**config.mk**
```make
export PLATFORM = sky130hd
export DESIGN_NAME = axi4l_master_arbiter_flat
export DESIGN_NICKNAME = d
export VERILOG_FILES = /design/src/rtl/axi4l_master_arbiter_if.sv /design/src/rtl/axi4l_master_arbiter.sv /design/src/flat_wrapper.sv
export SDC_FILE = /design/constraint.sdc
export NUM_CORES = 1
export LEC_CHECK = 0
export ABC_CLOCK_PERIOD_IN_PS = 4100
export BUFFER_PORTS_ARGS = -buffer_cell sky130_fd_sc_hd__buf_2
export CORE_ASPECT_RATIO = 0.8
export CORE_MARGIN = 2
export CORE_UTILIZATION = 45
export CTS_CLUSTER_DIAMETER = 60
export CTS_CLUSTER_SIZE = 8
export DETAILED_ROUTE_END_ITERATION = 6
export HOLD_SLACK_MARGIN = 0.03
export MAX_ROUTING_LAYER = met4
export PLACE_DENSITY = 0.82
export RECOVER_POWER = 100
export SLEW_MARGIN = 20
export SYNTH_ARGS = -nofsm -noshare
export SYNTH_HDL_FRONTEND = slang
export SYNTH_SLANG_ARGS = --single-unit
```
**constraint.sdc**
```tcl
create_clock -name clk -period 4.1 [get_ports clk]
set_clock_uncertainty 0.15 [all_clocks]
set_input_delay 0.205 -clock clk [delete_from_list [all_inputs] [get_ports clk]]
set_output_delay 0.205 -clock clk [all_outputs]
set_load 0.01 [all_outputs]
```
**src/rtl/axi4l_master_arbiter_if.sv**
```systemverilog
// AXI4-Lite bus bundle for axi4l_master_arbiter: all five channels, with
// master (arbiter side) and slave (register block side) views.
interface axi4l_master_arbiter_if #(
  parameter int ADDR_WIDTH = 32,
  parameter int DATA_WIDTH = 32
);
  logic [ADDR_WIDTH-1:0]   AWADDR;
  logic                    AWVALID;
  logic                    AWREADY;
  logic [DATA_WIDTH-1:0]   WDATA;
  logic [DATA_WIDTH/8-1:0] WSTRB;
  logic                    WVALID;
  logic                    WREADY;
  logic [1:0]              BRESP;
  logic                    BVALID;
  logic                    BREADY;
  logic [ADDR_WIDTH-1:0]   ARADDR;
  logic                    ARVALID;
  logic                    ARREADY;
  logic [DATA_WIDTH-1:0]   RDATA;
  logic [1:0]              RRESP;
  logic                    RVALID;
  logic                    RREADY;

  modport master (
    output AWADDR, AWVALID, WDATA, WSTRB, WVALID, BREADY, ARADDR, ARVALID, RREADY,
    input  AWREADY, WREADY, BRESP, BVALID, ARREADY, RDATA, RRESP, RVALID
  );

  modport slave (
    input  AWADDR, AWVALID, WDATA, WSTRB, WVALID, BREADY, ARADDR, ARVALID, RREADY,
    output AWREADY, WREADY, BRESP, BVALID, ARREADY, RDATA, RRESP, RVALID
  );
endinterface

```
**src/rtl/axi4l_master_arbiter.sv**
```systemverilog
// Two-requester round-robin front end for one AXI4-Lite master port, one transaction in flight.
// Define AXI4L_ARB_TIMEOUT_EN to add a watchdog that ends a stalled transfer with SLVERR.
module axi4l_master_arbiter #(
  parameter int ADDR_WIDTH     = 32,
  parameter int DATA_WIDTH     = 32,
  parameter int TIMEOUT_CYCLES = 256
) (
  input  logic                          clk,
  input  logic                          rst,
  input  logic [1:0]                    req,
  input  logic [1:0]                    req_we,
  input  logic [2*ADDR_WIDTH-1:0]       req_addr,
  input  logic [2*DATA_WIDTH-1:0]       req_wdata,
  input  logic [2*(DATA_WIDTH/8)-1:0]   req_wstrb,
  output logic [1:0]                    ack,
  output logic [DATA_WIDTH-1:0]         rsp_rdata,
  output logic [1:0]                    rsp_resp,
  axi4l_master_arbiter_if.master        axi
);

  localparam int STRB_WIDTH = DATA_WIDTH / 8;

  if (TIMEOUT_CYCLES < 2 || DATA_WIDTH % 8 != 0) begin : g_param_check
    $error("axi4l_master_arbiter: TIMEOUT_CYCLES must be >= 2 and DATA_WIDTH a multiple of 8");
  end

  typedef enum logic [2:0] {IDLE, WR, WR_RESP, RD, RD_DATA, DONE} state_t;

  state_t                  state_q, state_d;
  logic                    last_grant_q, last_grant_d;
  logic                    grant_q, grant_d;
  logic [ADDR_WIDTH-1:0]   awaddr_q, awaddr_d;
  logic [DATA_WIDTH-1:0]   wdata_q, wdata_d;
  logic [STRB_WIDTH-1:0]   wstrb_q, wstrb_d;
  logic [ADDR_WIDTH-1:0]   araddr_q, araddr_d;
  logic                    awvalid_q, awvalid_d;
  logic                    wvalid_q, wvalid_d;
  logic                    bready_q, bready_d;
  logic                    arvalid_q, arvalid_d;
  logic                    rready_q, rready_d;
  logic [1:0]              ack_q, ack_d;
  logic [DATA_WIDTH-1:0]   rdata_q, rdata_d;
  logic [1:0]              resp_q, resp_d;

  // Arbitration: a lone requester wins outright; on a tie the one not served last wins.
  logic                  sel, sel_we;
  logic [ADDR_WIDTH-1:0] sel_addr;
  logic [DATA_WIDTH-1:0] sel_wdata;
  logic [STRB_WIDTH-1:0] sel_wstrb;

  assign sel       = (req == 2'b11) ? ~last_grant_q : req[1];
  assign sel_we    = req_we[sel];
  assign sel_addr  = sel ? req_addr[2*ADDR_WIDTH-1:ADDR_WIDTH]   : req_addr[ADDR_WIDTH-1:0];
  assign sel_wdata = sel ? req_wdata[2*DATA_WIDTH-1:DATA_WIDTH] : req_wdata[DATA_WIDTH-1:0];
  assign sel_wstrb = sel ? req_wstrb[2*STRB_WIDTH-1:STRB_WIDTH] : req_wstrb[STRB_WIDTH-1:0];

  logic aw_hs, w_hs, b_hs, ar_hs, r_hs, aw_fin, w_fin;

  assign aw_hs  = awvalid_q & axi.AWREADY;
  assign w_hs   = wvalid_q  & axi.WREADY;
  assign b_hs   = bready_q  & axi.BVALID;
  assign ar_hs  = arvalid_q & axi.ARREADY;
  assign r_hs   = rready_q  & axi.RVALID;
  // A write channel is finished once its VALID has dropped or it handshakes this cycle.
  assign aw_fin = ~awvalid_q | axi.AWREADY;
  assign w_fin  = ~wvalid_q  | axi.WREADY;

  logic timeout;

`ifdef AXI4L_ARB_TIMEOUT_EN
  localparam int CNT_W = $clog2(TIMEOUT_CYCLES);

  logic [CNT_W-1:0] wd_cnt_q;
  logic             in_wait, any_hs;

  assign in_wait = (state_q == WR) || (state_q == WR_RESP) || (state_q == RD) || (state_q == RD_DATA);
  assign any_hs  = aw_hs | w_hs | b_hs | ar_hs | r_hs;
  assign timeout = in_wait && !any_hs && (wd_cnt_q == CNT_W'(TIMEOUT_CYCLES - 1));

  always_ff @(posedge clk) begin : watchdog
    if (rst || !in_wait || any_hs) wd_cnt_q <= '0;
    else                           wd_cnt_q <= wd_cnt_q + 1'b1;
  end
`else
  assign timeout = 1'b0;
`endif

  always_ff @(posedge clk) begin : state_register
    if (rst) state_q <= IDLE;
    else     state_q <= state_d;
  end

  // NOTE: every always_comb target gets a default first so no path leaves it unassigned (no latch).
  always_comb begin : next_state_logic
    state_d = state_q;
    case (state_q)
      IDLE:    if (|req)            state_d = sel_we ? WR : RD;
      WR:      if (aw_fin && w_fin) state_d = WR_RESP;
      WR_RESP: if (b_hs)            state_d = DONE;
      RD:      if (ar_hs)           state_d = RD_DATA;
      RD_DATA: if (r_hs)            state_d = DONE;
      DONE:                         state_d = IDLE;
      default:                      state_d = IDLE;
    endcase
    if (timeout) state_d = DONE;
  end

  always_comb begin : output_logic
    last_grant_d = last_grant_q;
    grant_d      = grant_q;
    awaddr_d     = awaddr_q;
    wdata_d      = wdata_q;
    wstrb_d      = wstrb_q;
    araddr_d     = araddr_q;
    awvalid_d    = awvalid_q;
    wvalid_d     = wvalid_q;
    bready_d     = bready_q;
    arvalid_d    = arvalid_q;
    rready_d     = rready_q;
    rdata_d      = rdata_q;
    resp_d       = resp_q;
    ack_d        = 2'b00;
    case (state_q)
      IDLE: if (|req) begin
        grant_d      = sel;
        last_grant_d = sel;
        if (sel_we) begin
          awaddr_d  = sel_addr;
          wdata_d   = sel_wdata;
          wstrb_d   = sel_wstrb;
          awvalid_d = 1'b1;
          wvalid_d  = 1'b1;
        end else begin
          araddr_d  = sel_addr;
          arvalid_d = 1'b1;
        end
      end
      WR: begin
        if (aw_hs)           awvalid_d = 1'b0;
        if (w_hs)            wvalid_d  = 1'b0;
        if (aw_fin && w_fin) bready_d  = 1'b1;
      end
      WR_RESP: if (b_hs) begin
        resp_d         = axi.BRESP;
        bready_d       = 1'b0;
        ack_d[grant_q] = 1'b1;
      end
      RD: if (ar_hs) begin
        arvalid_d = 1'b0;
        rready_d  = 1'b1;
      end
      RD_DATA: if (r_hs) begin
        rdata_d        = axi.RDATA;
        resp_d         = axi.RRESP;
        rready_d       = 1'b0;
        ack_d[grant_q] = 1'b1;
      end
      default: ;
    endcase
    // Watchdog expiry abandons the bus transfer and reports SLVERR; read data is left alone.
    if (timeout) begin
      awvalid_d      = 1'b0;
      wvalid_d       = 1'b0;
      bready_d       = 1'b0;
      arvalid_d      = 1'b0;
      rready_d       = 1'b0;
      resp_d         = 2'b10;
      ack_d          = 2'b00;
      ack_d[grant_q] = 1'b1;
    end
  end

  // NOTE: registers update with non-blocking assignments so every flop samples pre-edge values.
  always_ff @(posedge clk) begin : output_register
    if (rst) begin
      last_grant_q <= 1'b1;
      grant_q      <= 1'b0;
      awaddr_q     <= '0;
      wdata_q      <= '0;
      wstrb_q      <= '0;
      araddr_q     <= '0;
      awvalid_q    <= 1'b0;
      wvalid_q     <= 1'b0;
      bready_q     <= 1'b0;
      arvalid_q    <= 1'b0;
      rready_q     <= 1'b0;
      ack_q        <= 2'b00;
      rdata_q      <= '0;
      resp_q       <= 2'b00;
    end else begin
      last_grant_q <= last_grant_d;
      grant_q      <= grant_d;
      awaddr_q     <= awaddr_d;
      wdata_q      <= wdata_d;
      wstrb_q      <= wstrb_d;
      araddr_q     <= araddr_d;
      awvalid_q    <= awvalid_d;
      wvalid_q     <= wvalid_d;
      bready_q     <= bready_d;
      arvalid_q    <= arvalid_d;
      rready_q     <= rready_d;
      ack_q        <= ack_d;
      rdata_q      <= rdata_d;
      resp_q       <= resp_d;
    end
  end

  assign axi.AWADDR  = awaddr_q;
  assign axi.AWVALID = awvalid_q;
  assign axi.WDATA   = wdata_q;
  assign axi.WSTRB   = wstrb_q;
  assign axi.WVALID  = wvalid_q;
  assign axi.BREADY  = bready_q;
  assign axi.ARADDR  = araddr_q;
  assign axi.ARVALID = arvalid_q;
  assign axi.RREADY  = rready_q;
  assign ack         = ack_q;
  assign rsp_rdata   = rdata_q;
  assign rsp_resp    = resp_q;

endmodule
```
**src/flat_wrapper.sv**
```systemverilog
// flat-port wrapper written by rule: the top's interface ports become plain ports
module axi4l_master_arbiter_flat 
#(
  parameter int ADDR_WIDTH     = 32,
  parameter int DATA_WIDTH     = 32,
  parameter int TIMEOUT_CYCLES = 256
)
  (clk, rst, req, req_we, req_addr, req_wdata, req_wstrb, ack, rsp_rdata, rsp_resp, axi_AWADDR, axi_AWVALID, axi_WDATA, axi_WSTRB, axi_WVALID, axi_BREADY, axi_ARADDR, axi_ARVALID, axi_RREADY, axi_AWREADY, axi_WREADY, axi_BRESP, axi_BVALID, axi_ARREADY, axi_RDATA, axi_RRESP, axi_RVALID);
  axi4l_master_arbiter_if #(.ADDR_WIDTH(ADDR_WIDTH), .DATA_WIDTH(DATA_WIDTH)) axi_i ();
  input  logic clk;
  input  logic rst;
  input  logic [1:0] req;
  input  logic [1:0] req_we;
  input  logic [2*ADDR_WIDTH-1:0] req_addr;
  input  logic [2*DATA_WIDTH-1:0] req_wdata;
  input  logic [2*(DATA_WIDTH/8)-1:0] req_wstrb;
  output logic [1:0] ack;
  output logic [DATA_WIDTH-1:0] rsp_rdata;
  output logic [1:0] rsp_resp;
  output wire logic [$bits(axi_i.AWADDR)-1:0] axi_AWADDR;
  output wire logic [$bits(axi_i.AWVALID)-1:0] axi_AWVALID;
  output wire logic [$bits(axi_i.WDATA)-1:0] axi_WDATA;
  output wire logic [$bits(axi_i.WSTRB)-1:0] axi_WSTRB;
  output wire logic [$bits(axi_i.WVALID)-1:0] axi_WVALID;
  output wire logic [$bits(axi_i.BREADY)-1:0] axi_BREADY;
  output wire logic [$bits(axi_i.ARADDR)-1:0] axi_ARADDR;
  output wire logic [$bits(axi_i.ARVALID)-1:0] axi_ARVALID;
  output wire logic [$bits(axi_i.RREADY)-1:0] axi_RREADY;
  input wire logic [$bits(axi_i.AWREADY)-1:0] axi_AWREADY;
  input wire logic [$bits(axi_i.WREADY)-1:0] axi_WREADY;
  input wire logic [$bits(axi_i.BRESP)-1:0] axi_BRESP;
  input wire logic [$bits(axi_i.BVALID)-1:0] axi_BVALID;
  input wire logic [$bits(axi_i.ARREADY)-1:0] axi_ARREADY;
  input wire logic [$bits(axi_i.RDATA)-1:0] axi_RDATA;
  input wire logic [$bits(axi_i.RRESP)-1:0] axi_RRESP;
  input wire logic [$bits(axi_i.RVALID)-1:0] axi_RVALID;
  assign axi_AWADDR = axi_i.AWADDR;
  assign axi_AWVALID = axi_i.AWVALID;
  assign axi_WDATA = axi_i.WDATA;
  assign axi_WSTRB = axi_i.WSTRB;
  assign axi_WVALID = axi_i.WVALID;
  assign axi_BREADY = axi_i.BREADY;
  assign axi_ARADDR = axi_i.ARADDR;
  assign axi_ARVALID = axi_i.ARVALID;
  assign axi_RREADY = axi_i.RREADY;
  assign axi_i.AWREADY = axi_AWREADY;
  assign axi_i.WREADY = axi_WREADY;
  assign axi_i.BRESP = axi_BRESP;
  assign axi_i.BVALID = axi_BVALID;
  assign axi_i.ARREADY = axi_ARREADY;
  assign axi_i.RDATA = axi_RDATA;
  assign axi_i.RRESP = axi_RRESP;
  assign axi_i.RVALID = axi_RVALID;
  axi4l_master_arbiter #(.ADDR_WIDTH(ADDR_WIDTH), .DATA_WIDTH(DATA_WIDTH), .TIMEOUT_CYCLES(TIMEOUT_CYCLES)) u_core (.clk(clk), .rst(rst), .req(req), .req_we(req_we), .req_addr(req_addr), .req_wdata(req_wdata), .req_wstrb(req_wstrb), .ack(ack), .rsp_rdata(rsp_rdata), .rsp_resp(rsp_resp), .axi(axi_i));
endmodule
```
# Word level (Yosys, flattened, before mapping)
# Index checks and enable logic that the tools add are counted.
# word_totals
ff_bits	146
wordCells	100
# op_classes
magnitude_cmp	3
eq_ne	14
mux	37
bitwise	11
reduce_logical	20
# ops
op	n
32-bit two-way mux	2
2-bit by 1-bit inequality test with 1-bit output (second input constant)	8
1-bit two-way mux	15
3-bit two-way mux	5
3-bit one-hot mux with 5 select lines	1
3-bit AND reduction	5
4-bit AND reduction	3
2-bit two-way mux	5
1-bit one-hot mux with 2 select lines	5
2-bit nonzero test	5
2-bit one-hot mux with 2 select lines	2
3-bit by 2-bit == test with 1-bit output (second input constant)	2
1-bit AND	5
5-bit AND reduction	1
1-bit by 2-bit < comparator with 1-bit output (second input constant)	2
4-bit two-way mux	1
1-bit inverter	4
2-bit AND reduction	2
3-bit by 1-bit == test with 1-bit output (second input constant)	1
3-bit == test (second input constant)	1
3-bit logical NOT	1
2-bit == test (second input constant)	1
1-bit logical AND	2
2-bit inequality test (second input constant)	1
other kinds (4)	5

# Longest topological paths before layout
# Gate-level depths: netlist (run 1).
# logic_depth
depth_word	7
mapped_depth	7
mapped_depth_nobuf	4

# Worst setup path after synthesis (run 1)
# Ideal clock, no wire load.
# synth_path
path_type	register to register
start	reg u_core.state_q[2]
end	reg u_core.wdata_q[10] (netlist: u_core.axi.WDATA[10])
setup_time_ns	0.146
t_arrival_ns	1.475
slack_ns	2.329
stages_incl_launch_ff	8
path_buffers	3
synth_period_minus_slack_ns	1.771
path_cell_list	dfxtp_1 -> buf_2 -> nor3_4 -> o21ai_1 -> nor2_2 -> buf_2 -> buf_6 -> a211oi_2
# synth_between
elab_chain_len	2
# synth_lines
element	line	source
start, declared	axi4l_master_arbiter.sv:29	state_t state_q, state_d;
start signal, assigned	axi4l_master_arbiter.sv:90	else state_q <= state_d;
3-bit logical NOT	axi4l_master_arbiter.sv:123	case (state_q)
3-bit AND reduction (no source line)	n/a	
end signal, assigned	axi4l_master_arbiter.sv:194	wdata_q <= wdata_d;
end, declared	axi4l_master_arbiter.sv:33	logic [DATA_WIDTH-1:0] wdata_q, wdata_d;
# Every way passes these cells.
# A chain may end at the register's enable or synchronous reset.

# Worst setup path in the final report (run 1)
# layout_path
start	in req[0]
end	reg u_core.araddr_q[16] (netlist: u_core.axi.ARADDR[16])
# layout_between
elab_chain_len	6
word_cells_on_any_way	8
cone_classes	eq/ne: 1; mux: 4; bitwise: 1; reduce/logical: 2
# layout_lines
element	line	source
start, declared	flat_wrapper.sv:12	input logic [1:0] req;
2-bit == test	axi4l_master_arbiter.sv:51	assign sel = (req == 2'b11) ? ~last_grant_q : req[1];
1-bit two-way mux	axi4l_master_arbiter.sv:51	
1-bit two-way mux (implied by the code) (2 in series)	axi4l_master_arbiter.sv:52	assign sel_we = req_we[sel];
1-bit inverter (no source line)	n/a	
3-bit AND reduction (no source line)	n/a	
end signal, assigned	axi4l_master_arbiter.sv:196	araddr_q <= araddr_d;
end, declared	axi4l_master_arbiter.sv:35	logic [ADDR_WIDTH-1:0] araddr_q, araddr_d;
# Parallel ways exist; a longest one is shown, timed or not. The select of a mux whose other input is x is not followed.

==> results of run 1 <==
[what timing repair did]
| action | 4_1_cts | 5_1_grt |
|---|---|---|
| hold buffers | 81 | 3 |
| hold endpoints to repair | 64 | 3 |
| endpoints found under the setup margin | 0 | 0 |
| resized for setup | 0 | 0 |
[how the worst min path moves through the flow]
stage / to / slack, ns / startpoint / cells past startpoint
after global routing: u_core.axi.WDATA[22]$_SDFFE_PP0P_ / 0.01 / req_wdata[22] / 3
after CTS: u_core.axi.WDATA[2]$_SDFFE_PP0P_ / 0.03 / req_wdata[34] / 3
after global placement: u_core.axi.AWVALID$_SDFFE_PP0P_ / 0.27 / axi_AWREADY / 2
after floorplan: u_core.axi.AWVALID$_SDFFE_PP0P_ / 0.17 / axi_AWREADY / 1
final: u_core.axi.WDATA[19]$_SDFFE_PP0P_ / 0.01 / req_wdata[19] / 3
after detailed placement: u_core.axi.AWVALID$_SDFFE_PP0P_ / 0.28 / axi_AWREADY / 2
[power by group]
group	internal (mW)	switching, mW	total, mW	leakage (nW)
clock	0.926	0.629	1.56	0.291
combinational	0.694	1.09	1.78	1.94
sequential	1.75	0.227	1.98	1.20
total	3.38	1.95	5.32	3.43
[layer usage]
metal  vias to the layer above  routed length (um)  GRT usage, %
li1                       3102                   -             -
met1                      3101                8480          31.8
met2                       287               10600          46.2
met3                        59                1330          5.90
met4                         0                 604          11.5
met5                         -                   0             -
[state kept, by name, summed over array words and instances, names as in the netlist]
name and cells:
u_core.axi.AWADDR 32, u_core.axi.BREADY 1, u_core.axi.ARVALID 1, u_core.last_grant_q 1, u_core.axi.AWVALID 1, u_core.ack 2
u_core.axi.RREADY 1, u_core.state_q 3, u_core.axi.WSTRB 4, u_core.axi.WDATA 32, u_core.grant_q 1, u_core.rsp_resp 2
u_core.axi.ARADDR 32, u_core.rsp_rdata 32, u_core.axi.WVALID 1
[worst reg2reg max path, stage by stage, from the launching register on]
cell and delay (ns):
dfxtp_1 0.35, a21boi_4 0.22, mux2_2 0.86, nor2_4 0.69, clkbuf_1 0.42, a211oi_1 0.15
[area by class of cell]
| class | count | share of cell area [%] |
|---|---|---|
| sequential | 146 | 32.7 |
| multi-input combinational | 427 | 31.5 |
| timing repair buffer | 416 | 26.5 |
| clock buffer | 19 | 4.96 |
| tap | 180 | 2.52 |
| clock inverter | 13 | 1.68 |
| inverter | 1 | 0.0420 |
[logic make-up (layout without fill, tap and decap cells)]
logic type             Yosys count  count (layout)
AO/OA/AOI/OAI                  255             255
flip-flops                     146             146
AND/OR/NAND/NOR                 99              99
multiplexers                    73              73
buffers and inverters           67             449
[layout by cell type, fill, tap and decap left out, drive strengths merged, types with 3 or more instances in the layout]
cell type and count:
dlygate4sd3 84, nor3b 3, buf 188, a211oi 102
clkbuf 163, nor2b 7, mux2i 72, a21oi 137
inv 6, nand2 70, dfxtp 146, nor3 4
nor2 7, clkinv 5
==> results.md, run 1 <==
* Status: finished, final reports clean
* CP max-delay cell: mux2_2
* Synth Area in Compound Gates at 29.0%
* Reg2Reg Depth at 5
* Gr usage total at a little over a quarter
* R2r startpoint: u_core.last_grant_q$_SDFFE_PP1P_
* Placed cell area at 7890 um^2
* Fillers at 1169
* # diodes at 0
* Final instance area at roughly 8900 um^2
* Mux cell area share after synthesis at 11.9%
* Yosys cell types at 39
* Synth top area share at between 40% and 50%
* Synth top area cells: dfxtp_1, mux2i_1, a21oi_1, a211oi_2, a211oi_1
* Reg2reg setup slack at 1.10 ns
* Fin crit period at approximately 3.2 ns
* Fmax at 308 MHz
* Max Cap Viol at 0
* Top post-synthesis cells by count: dfxtp_1, a21oi_1, mux2i_1, nand2_1, a211oi_1
* Area Growth Syn to Fin at 42.2%
* Clock transition at the registers of the reported paths at 0.06 ns
* Clk buf depth at 2
* Non-Filler Instances at 1202
* Hold Crit Class: in -> reg
* Largest net degree at the start of global routing at 129
* Synth Flop Type: dfxtp_1
* Final Setup Violations at 0
* RSZ-0062 raised after global routing: false
* Post-DRT Antenna Nets at 0
* Final WL at 21.1 mm
* Layout cells sized above 1 at a little under a quarter
* Syn nets at 823
* Final WS setup at between 0.8 and 0.9 ns
* Total Negative Setup Slacks at 0 ns
* Final core occ at 65.7%
* Via count at 6549
* Post-Synth Simple-Gate Area at approximately 7.3%
* Critical Path End: u_core.axi.ARADDR[16]$_SDFFE_PP0P_
* #FFs+latches synth at about 150
* Top-count cell post-synth: dfxtp_1
* H-tree levels at 4
* Largest family of logic cells by synthesized area: compound AO/OA/AOI/OAI gates
* Max-slew violations at 0
* XOR/XNOR share of the synthesized area at 0%
* Die H at 110 um
* Tot Pwr at 5.32 mW
* Clk sinks at approximately 150
* Tcrit/Tclk final at 79.2%
* WL per Instance at 17.5 um
* Worst slack at placement at 1.51 ns
* Antenna violations before repair at 0
* Crit path required time at ~4.2 ns
* Lkg Pwr at 3.43 nW
* Delay-heaviest family, CP: buffers and inverters
* Startpoint type of the worst setup path: input port
* Max stage delay on crit path at between 0.8 and 0.9 ns
* HPWL Detailed at approximately 13 mm
* Setup crit start: req[0]
* Vias in the first global route at between 6000 and 7000
* Grt total ovfl at 0
* Crit path buf inv count at 3
* Most frequent CP cell: clkbuf_1
* Setup CP Type: in -> reg
* Mapped Cells at 640
* Die X-Extent at 136 um
* Mapped cell area at ~6300 um^2
* Worst rel slew slack at roughly 1.4%
* Worst-Margin Slew at 1.48 ns
* Via density per instance at 5.45
* Synthesized area per cell at 9.81 um^2
* Final layout net count at 1192
* Final hold slack at 0.0124 ns
* I/O pins at 324
* Synth area leader: dfxtp_1
* Seq/Total Area, Yosys at 46.5%
* Synth async-reset ratio at 0%
* DR DRC count at 0
* First-pass GRT wire length at 31.5 mm
* Number of cells on the critical path at 7
* Site Rows at 38
* Crit. End Element: flop
* Placed Cells incl. Taps at around 1100
* Arrival time worst endpoint at 3.33 ns
* DR pass1 iterations at 5
* Worst-path cell chain: dlygate4sd3_1 > clkbuf_1 > a21boi_4 > mux2_2 > nor2_4 > clkbuf_1 > a211oi_1
* Hold Vio Cnt, Final at 0
* Adder-cell share of the synthesized area at 0%
* Synth warn at 0
* Reg-to-reg endpoint: u_core.axi.ARADDR[16]$_SDFFE_PP0P_
* Postcts setup bufs at 0
* GPL Wtd Cong at 0.775
* Root Driver: clkbuf_16
* DRT iter0 DRCs at 423
* Total CTS buffers at 17
* Core box area at 13600 um^2
* TritonCTS clock tree: built
* DIE AREA at between 10000 and 15000 um^2
* FF/Latch Area at 2920 um^2
* Initial core utilization at 46.2%
* Post-synth EDFFs at 0
* CP Max Fanout at just over 70
* Max IR drop VDD at 0.368 mV
* Skew-Pair Late Insertion Delay at 0.40 ns
* Multi-input gate area at 2810 um^2
* Pwr dens at 596 nW/um^2
* PortBufs at approximately 320
No activity file was read; power rests on OpenSTA's default activity.
==> run 2: changes to the inputs <==
--- a/config.mk
+++ b/config.mk
@@ -5,7 +5,7 @@
 export SDC_FILE = /design/constraint.sdc
 export NUM_CORES = 1
 export LEC_CHECK = 0
-export ABC_CLOCK_PERIOD_IN_PS = 4100
+export ABC_CLOCK_PERIOD_IN_PS = 3000
 export BUFFER_PORTS_ARGS = -buffer_cell sky130_fd_sc_hd__buf_2
 export CORE_ASPECT_RATIO = 0.8
 export CORE_MARGIN = 2
==> constraint.sdc (replaced) <==
create_clock -name clk -period 3 [get_ports clk]
set_clock_uncertainty 0.15 [all_clocks]
set_input_delay 0.15 -clock clk [delete_from_list [all_inputs] [get_ports clk]]
set_output_delay 0.15 -clock clk [all_outputs]
set_load 0.01 [all_outputs]
==> results.md, run 2 (same netlist as run 1, synthesis figures left out) <==
* Clock transition at the registers of the reported paths at approximately 0.070 ns
* Hold path cells at 3
* Worst rel slew slack at 43.0%
* DRT iter0 DRCs at 624
* TritonCTS clock tree: built
* Worst Min Path Start: req_addr[60]
* WHS Endpoint: u_core.axi.AWADDR[28]$_SDFFE_PP0P_
* Tcrit/Tclk final at 88.3%
* RSZ-0062 raised after global routing: false
* Placed Cells incl. Taps at 1088
* Worst-Margin Slew at between 0.8 and 0.9 ns
* Final WL at 25.1 mm
* Die H at ~110 um
* Core box area at approximately 14000 um^2
* Reg2reg setup slack at 0.37 ns
* PortBufs at about 320
* Clk sinks at 146
* I/O pins at around 320
* Worst-path cell chain: dlygate4sd3_1 > buf_2 > a21boi_4 > mux2_2 > buf_4 > a21oi_1 > a211oi_1
* CP Max Fanout at 37
* Antenna violations before repair at 2
* Max IR drop VDD at 0.455 mV
* Fmax at 378 MHz
* Most common cell after layout, fill and taps aside: dlygate4sd3_1
* Gr usage total at 32.8%
* Hold Crit Class: in -> reg
* Skew-Pair Late Insertion Delay at 0.40 ns
* Lkg Pwr at 3.89 nW
* Area Growth Syn to Fin at 59.8%
* DR DRC count at 0
* Tot Pwr at around 7.5 mW
* Vias in the first global route at 7305
* Crit path buf inv count at 3
* Hold Vio Cnt, Final at 0
* Total CTS buffers at 17
* Max stage delay on crit path at 0.72 ns
* Most frequent cells in the layout: dlygate4sd3_1, buf_2, dfxtp_1
* Max Cap Viol at 0
* Startpoint type of the worst setup path: input port
* Pwr dens at 752 nW/um^2
* Multi-input gate area at 2800 um^2
* Layout cells sized above 1 at around 20%
* Status: finished, final reports clean
* Final Setup Violations at 0
* Die X-Extent at 136 um
* Root Driver: clkbuf_16
* Largest net degree at the start of global routing at 95
* Non-Filler Instances at 1312
* Grt total ovfl at 0
* Via count at 7350
* Site Rows at 38
* Final layout net count at 1300
* Crit. End Element: flop
* Number of cells on the critical path at 7
* Reg-to-reg endpoint: u_core.rsp_rdata[12]$_SDFFE_PP0P_
* H-tree levels at 4
* Via density per instance at about 5.6
* Delay-heaviest family, CP: buffers and inverters
* Arrival time worst endpoint at ~2.8 ns
* Fin crit period at 2.65 ns
* Initial core utilization at roughly 46%
* Total Negative Setup Slacks at 0 ns
* CTS resizes at 0
* Setup CP Type: in -> reg
* WL per Instance at 19.2 um
* DR pass1 iterations at 6
* Clk buf depth at 2
* R2r startpoint: u_core.state_q[2]$_SDFFE_PP0P_
* Postcts setup bufs at 0
* HPWL Detailed at roughly 13 mm
* First-pass GRT wire length at between 30 and 40 mm
* CP max-delay cell: mux2_2
* Post-DRT Antenna Nets at 0
* Reg2Reg Depth at 6
* Fillers at 1005
* Crit path required time at 3.15 ns
* Max-slew violations at 0
* FF/Latch Area at about 3000 um^2
* GPL Wtd Cong at between 0.8 and 0.9
* DIE AREA at 14900 um^2
-- run 2: worst max path at each step --
stage                                                start                                 end  slack, ns
after CTS                                           req[0]  u_core.axi.ARADDR[26]$_SDFFE_PP0P_       0.46
after global routing                                req[0]   u_core.axi.AWADDR[2]$_SDFFE_PP0P_       0.23
after global placement    u_core.last_grant_q$_SDFFE_PP1P_     u_core.axi.AWVALID$_SDFFE_PP0P_       0.90
after detailed placement  u_core.last_grant_q$_SDFFE_PP1P_     u_core.axi.AWVALID$_SDFFE_PP0P_       0.83
final                                               req[0]  u_core.axi.AWADDR[30]$_SDFFE_PP0P_       0.35
after floorplan             u_core.state_q[2]$_SDFFE_PP0P_   u_core.axi.WDATA[10]$_SDFFE_PP0P_       1.23
-- run 2: report_power, final --
group / switching, mW / internal (mW) / leakage (nW)
logic: 1.62 / 1.12 / 2.41
registers: 0.343 / 2.40 / 1.20
clock network: 0.862 / 1.20 / 0.277
total: 2.83 / 4.72 / 3.89
-- run 2: layer usage --
layer	routed length [um]	GRT usage, %	vias up	part of all wire [%]
met5	0	-	-	0
met4	1390	19.1	0	5.5
met3	2050	9.27	139	8.2
met2	12500	55.4	463	50
met1	9220	34.7	3424	37
li1	-	-	3324	-
-- run 2: final cells by class --
| cell class | count | area share (%) |
|---|---|---|
| Clock buffer | 19 | 4.51 |
| Timing Repair Buffer | 524 | 34.9 |
| Sequential cell | 146 | 29.1 |
| Tap cell | 180 | 2.24 |
| Antenna cell | 2 | 0.0499 |
| Clock inverter | 13 | 1.27 |
| Multi-Input combinational cell | 427 | 27.9 |
| Inverter | 1 | 0.0374 |
-- run 2: repair_timing --
item,CTS,global route
hold buffers,190,0
endpoints found under the hold margin,117,0
endpoints found under the setup margin,0,0
-- run 2: metrics by stage --
step | util, % | hold slack (ns) | setup WS [ns] | area [um^2]
floorplan | - | 0.116 | 1.23 | 6280
global placement | 58.7 | 0.222 | 0.903 | 7980
detailed placement | 58.7 | 0.231 | 0.833 | 7980
CTS | 77.0 | 0.0310 | 0.460 | 10500
global route | 73.8 | 0.0610 | 0.234 | 10000
finish | 73.8 | 0.0557 | 0.352 | 10000
-- run 2: tightest hold or removal path, cell delays in order --
cell and delay [ns]:
buf_2 0.07, mux2i_1 0.09, a211oi_1 0.24
==> run 3: changes to the inputs <==
--- a/config.mk
+++ b/config.mk
@@ -5,6 +5,7 @@
 export SDC_FILE = /design/constraint.sdc
 export NUM_CORES = 1
 export LEC_CHECK = 0
+export ABC_AREA = 1
 export ABC_CLOCK_PERIOD_IN_PS = 3000
 export BUFFER_PORTS_ARGS = -buffer_cell sky130_fd_sc_hd__buf_2
 export CORE_ASPECT_RATIO = 0.8
@@ -15,7 +16,7 @@
 export DETAILED_ROUTE_END_ITERATION = 6
 export HOLD_SLACK_MARGIN = 0.03
 export MAX_ROUTING_LAYER = met4
-export PLACE_DENSITY = 0.82
+export PLACE_DENSITY = 0.81
 export RECOVER_POWER = 100
 export SLEW_MARGIN = 20
 export SYNTH_ARGS = -nofsm -noshare
==> results.md, run 3 <==
* DRT iter0 DRCs at roughly 470
* Clock transition at the registers of the reported paths at 0.06 ns
* Synth area leader: dfxtp_1
* Synth top area cells: dfxtp_1, nand2_1, nor2_1, o21ai_0, or2_2
* Final hold slack at approximately 0.042 ns
* Lkg Pwr at 4.41 nW
* Tcrit/Tclk final at between 90% and 100%
* Worst rel slew slack at approximately 34%
* Worst slack at placement at just under 0.6 ns
* Status: finished, final reports clean
* Most frequent CP cell: nand2_1
* CP Max Fanout at 45
* Max IR drop VDD at 0.452 mV
* Gr usage total at 30.9%
* Grt total ovfl at 0
* Worst-path cell chain: nand2_1 > nand2_2 > inv_4 > buf_4 > nand2_1 > nand2_1 > dlygate4sd3_1 > o21ai_0 > nor2_1
* Crit. End Element: flop
* Fin crit period at 2.76 ns
* Final WL at 23.3 mm
* Largest net degree at the start of global routing at 83
* Post-synth EDFFs at 0
* First-pass GRT wire length at 35.2 mm
* Initial core utilization at 46.3%
* Sw power at approximately 2.6 mW
* Yosys cell types at 26
* Total CTS buffers at 17
* Share of total power in sequential cells at 37.0%
* Max-slew violations at 0
* H-tree levels at 4
* Synth top area share at 46.3%
* Via count at 7838
* Die X-Extent at 136 um
* Worst-Margin Slew at 0.994 ns
* Area Growth Syn to Fin at 53.7%
* Top post-synthesis cells by count: nand2_1, nor2_1, dfxtp_1, o21ai_0, a21oi_1
* I/O pins at 324
* CP max-delay cell: dlygate4sd3_1
* Synth Flop Type: dfxtp_1
* Skew-Pair Late Insertion Delay at ~0.42 ns
* Root Driver: clkbuf_16
* Site Rows at 38
* Max stage delay on crit path at 0.57 ns
* Startpoint type of the worst setup path: flop
* Max Cap Viol at 0
* Synthesized area per cell at 6.75 um^2
* Hold Vio Cnt, Final at 0
* RSZ-0062 raised after global routing: false
* DR DRC count at 0
* Most common cell after layout, fill and taps aside: nand2_1
* Fmax at approximately 360 MHz
* DR pass1 iterations at 5
* Syn nets at 1119
* Final WS setup at 0.238 ns
* Internal at around 4.5 mW
* Most frequent cells in the layout: nand2_1, nor2_1, buf_2
* Top-count cell post-synth: nand2_1
* Seq/Total Area, Yosys at between 40% and 50%
* Combinational cell fraction of total power at between 30% and 40%
* Mapped Cells at 936
* Final layout net count at 1553
* GPL Wtd Cong at ~0.82
* WL per Instance at around 15 um
* Delay-heaviest family, CP: buffers and inverters
* Final Setup Violations at 0
* Clk buf depth at 2
* Core box area at 13600 um^2
* Total Negative Setup Slacks at 0 ns
* Synth async-reset ratio at 0%
* Reg2reg setup slack at 0.24 ns
* Mapped cell area at 6310 um^2
* Crit path buf inv count at 3
* Post-DRT Antenna Nets at 0
* Die H at 110 um
* HPWL Detailed at between 10 and 15 mm
* TritonCTS clock tree: built
* Vias in the first global route at 7520
* Setup CP Type: reg -> reg
* Via density per instance at 5.01
* Fillers at between 1000 and 1500
* PortBufs at 323
* Switch share at 36.4%
* Clk sinks at around 150
* Pwr dens at 736 nW/um^2
* #FFs+latches synth at 146
* DIE AREA at roughly 15000 um^2
* Clock power frac at 28.9%
* Hold Crit Class: in -> reg
* Antenna violations before repair at 1
* Synth warn at 0
* Arrival time worst endpoint at slightly below 3 ns
* Layout cells sized above 1 at 19.1%
* Crit path required time at 3.20 ns
* Tot Pwr at 7.14 mW
==> run 3: tightest hold or removal path: stages <==
cell and delay, ns:
buf_2 0.08, o21ai_0 0.14, nand2_1 0.10, nand2_1 0.04
nor2_1 0.06
==> run 3: metal layers <==
layer / wire length [um] / part of all wire [%] / GRT usage, %
met5: 0 / 0 / -
met4: 1160 / 5.0 / 17.7
met3: 1930 / 8.3 / 7.98
met2: 11400 / 49 / 53.2
met1: 8730 / 38 / 32.5
==> run 3: per-stage QoR <==
step,util [%],std cells,cell area (um^2)
global route,71.1,1564,9710
finish,71.1,1564,9710
global placement,58.2,1392,7940
floorplan,-,936,6310
CTS,72.6,1563,9910
detailed placement,58.2,1392,7940
==> run 3: repair_timing <==
action                                  in CTS  in global routing
endpoints found under the setup margin       0                 24
setup buffers                                0                  0
hold buffers                               139                  0
gates resized for setup                      0                  2
endpoints found under the hold margin      124                  0
==> run 3: cell families after synthesis <==
kind of cell,count (synthesis),share of synthesized area [%]
buf+inv,73,6.06
compound gates,113,9.31
flops,146,46.3
simple gates,604,38.3
==> run 3: worst paths after layout <==
path	start	endpoint	cells past startpoint
hold reg to reg	u_core.grant_q$_SDFFE_PP0P_	u_core.ack[0]$_SDFF_PP0_	1
hold / removal	req_addr[17]	u_core.axi.AWADDR[17]$_SDFFE_PP0P_	5
setup / recovery	u_core.last_grant_q$_SDFFE_PP1P_	u_core.axi.WDATA[21]$_SDFFE_PP0P_	9
setup reg to reg	u_core.last_grant_q$_SDFFE_PP1P_	u_core.axi.WDATA[21]$_SDFFE_PP0P_	9
==> run 3: power groups by stage <==
stage / Clock, mW / Sequential [mW] / Combinational [mW]
after detailed placement: 0 / 2.65 / 2.28
final: 2.06 / 2.64 / 2.44
after global placement: 0 / 2.64 / 2.24
after floorplan: 0 / 2.80 / 1.40
after CTS: 2.08 / 2.62 / 2.50
after global routing: 2.17 / 2.68 / 2.74
==> run 3: layout make-up <==
type / instances / area (um^2) / share of cell area [%]
flip-flops and latches: 146 / 2920 / 30.1
clock inverters: 8 / 76.3 / 0.786
clock buffers: 24 / 502 / 5.17
diodes: 1 / 2.50 / 0.0258
inverters: 16 / 65.1 / 0.670
multi-input cells: 717 / 3000 / 30.9
well taps: 180 / 225 / 2.32
repair buffers: 472 / 2920 / 30.1
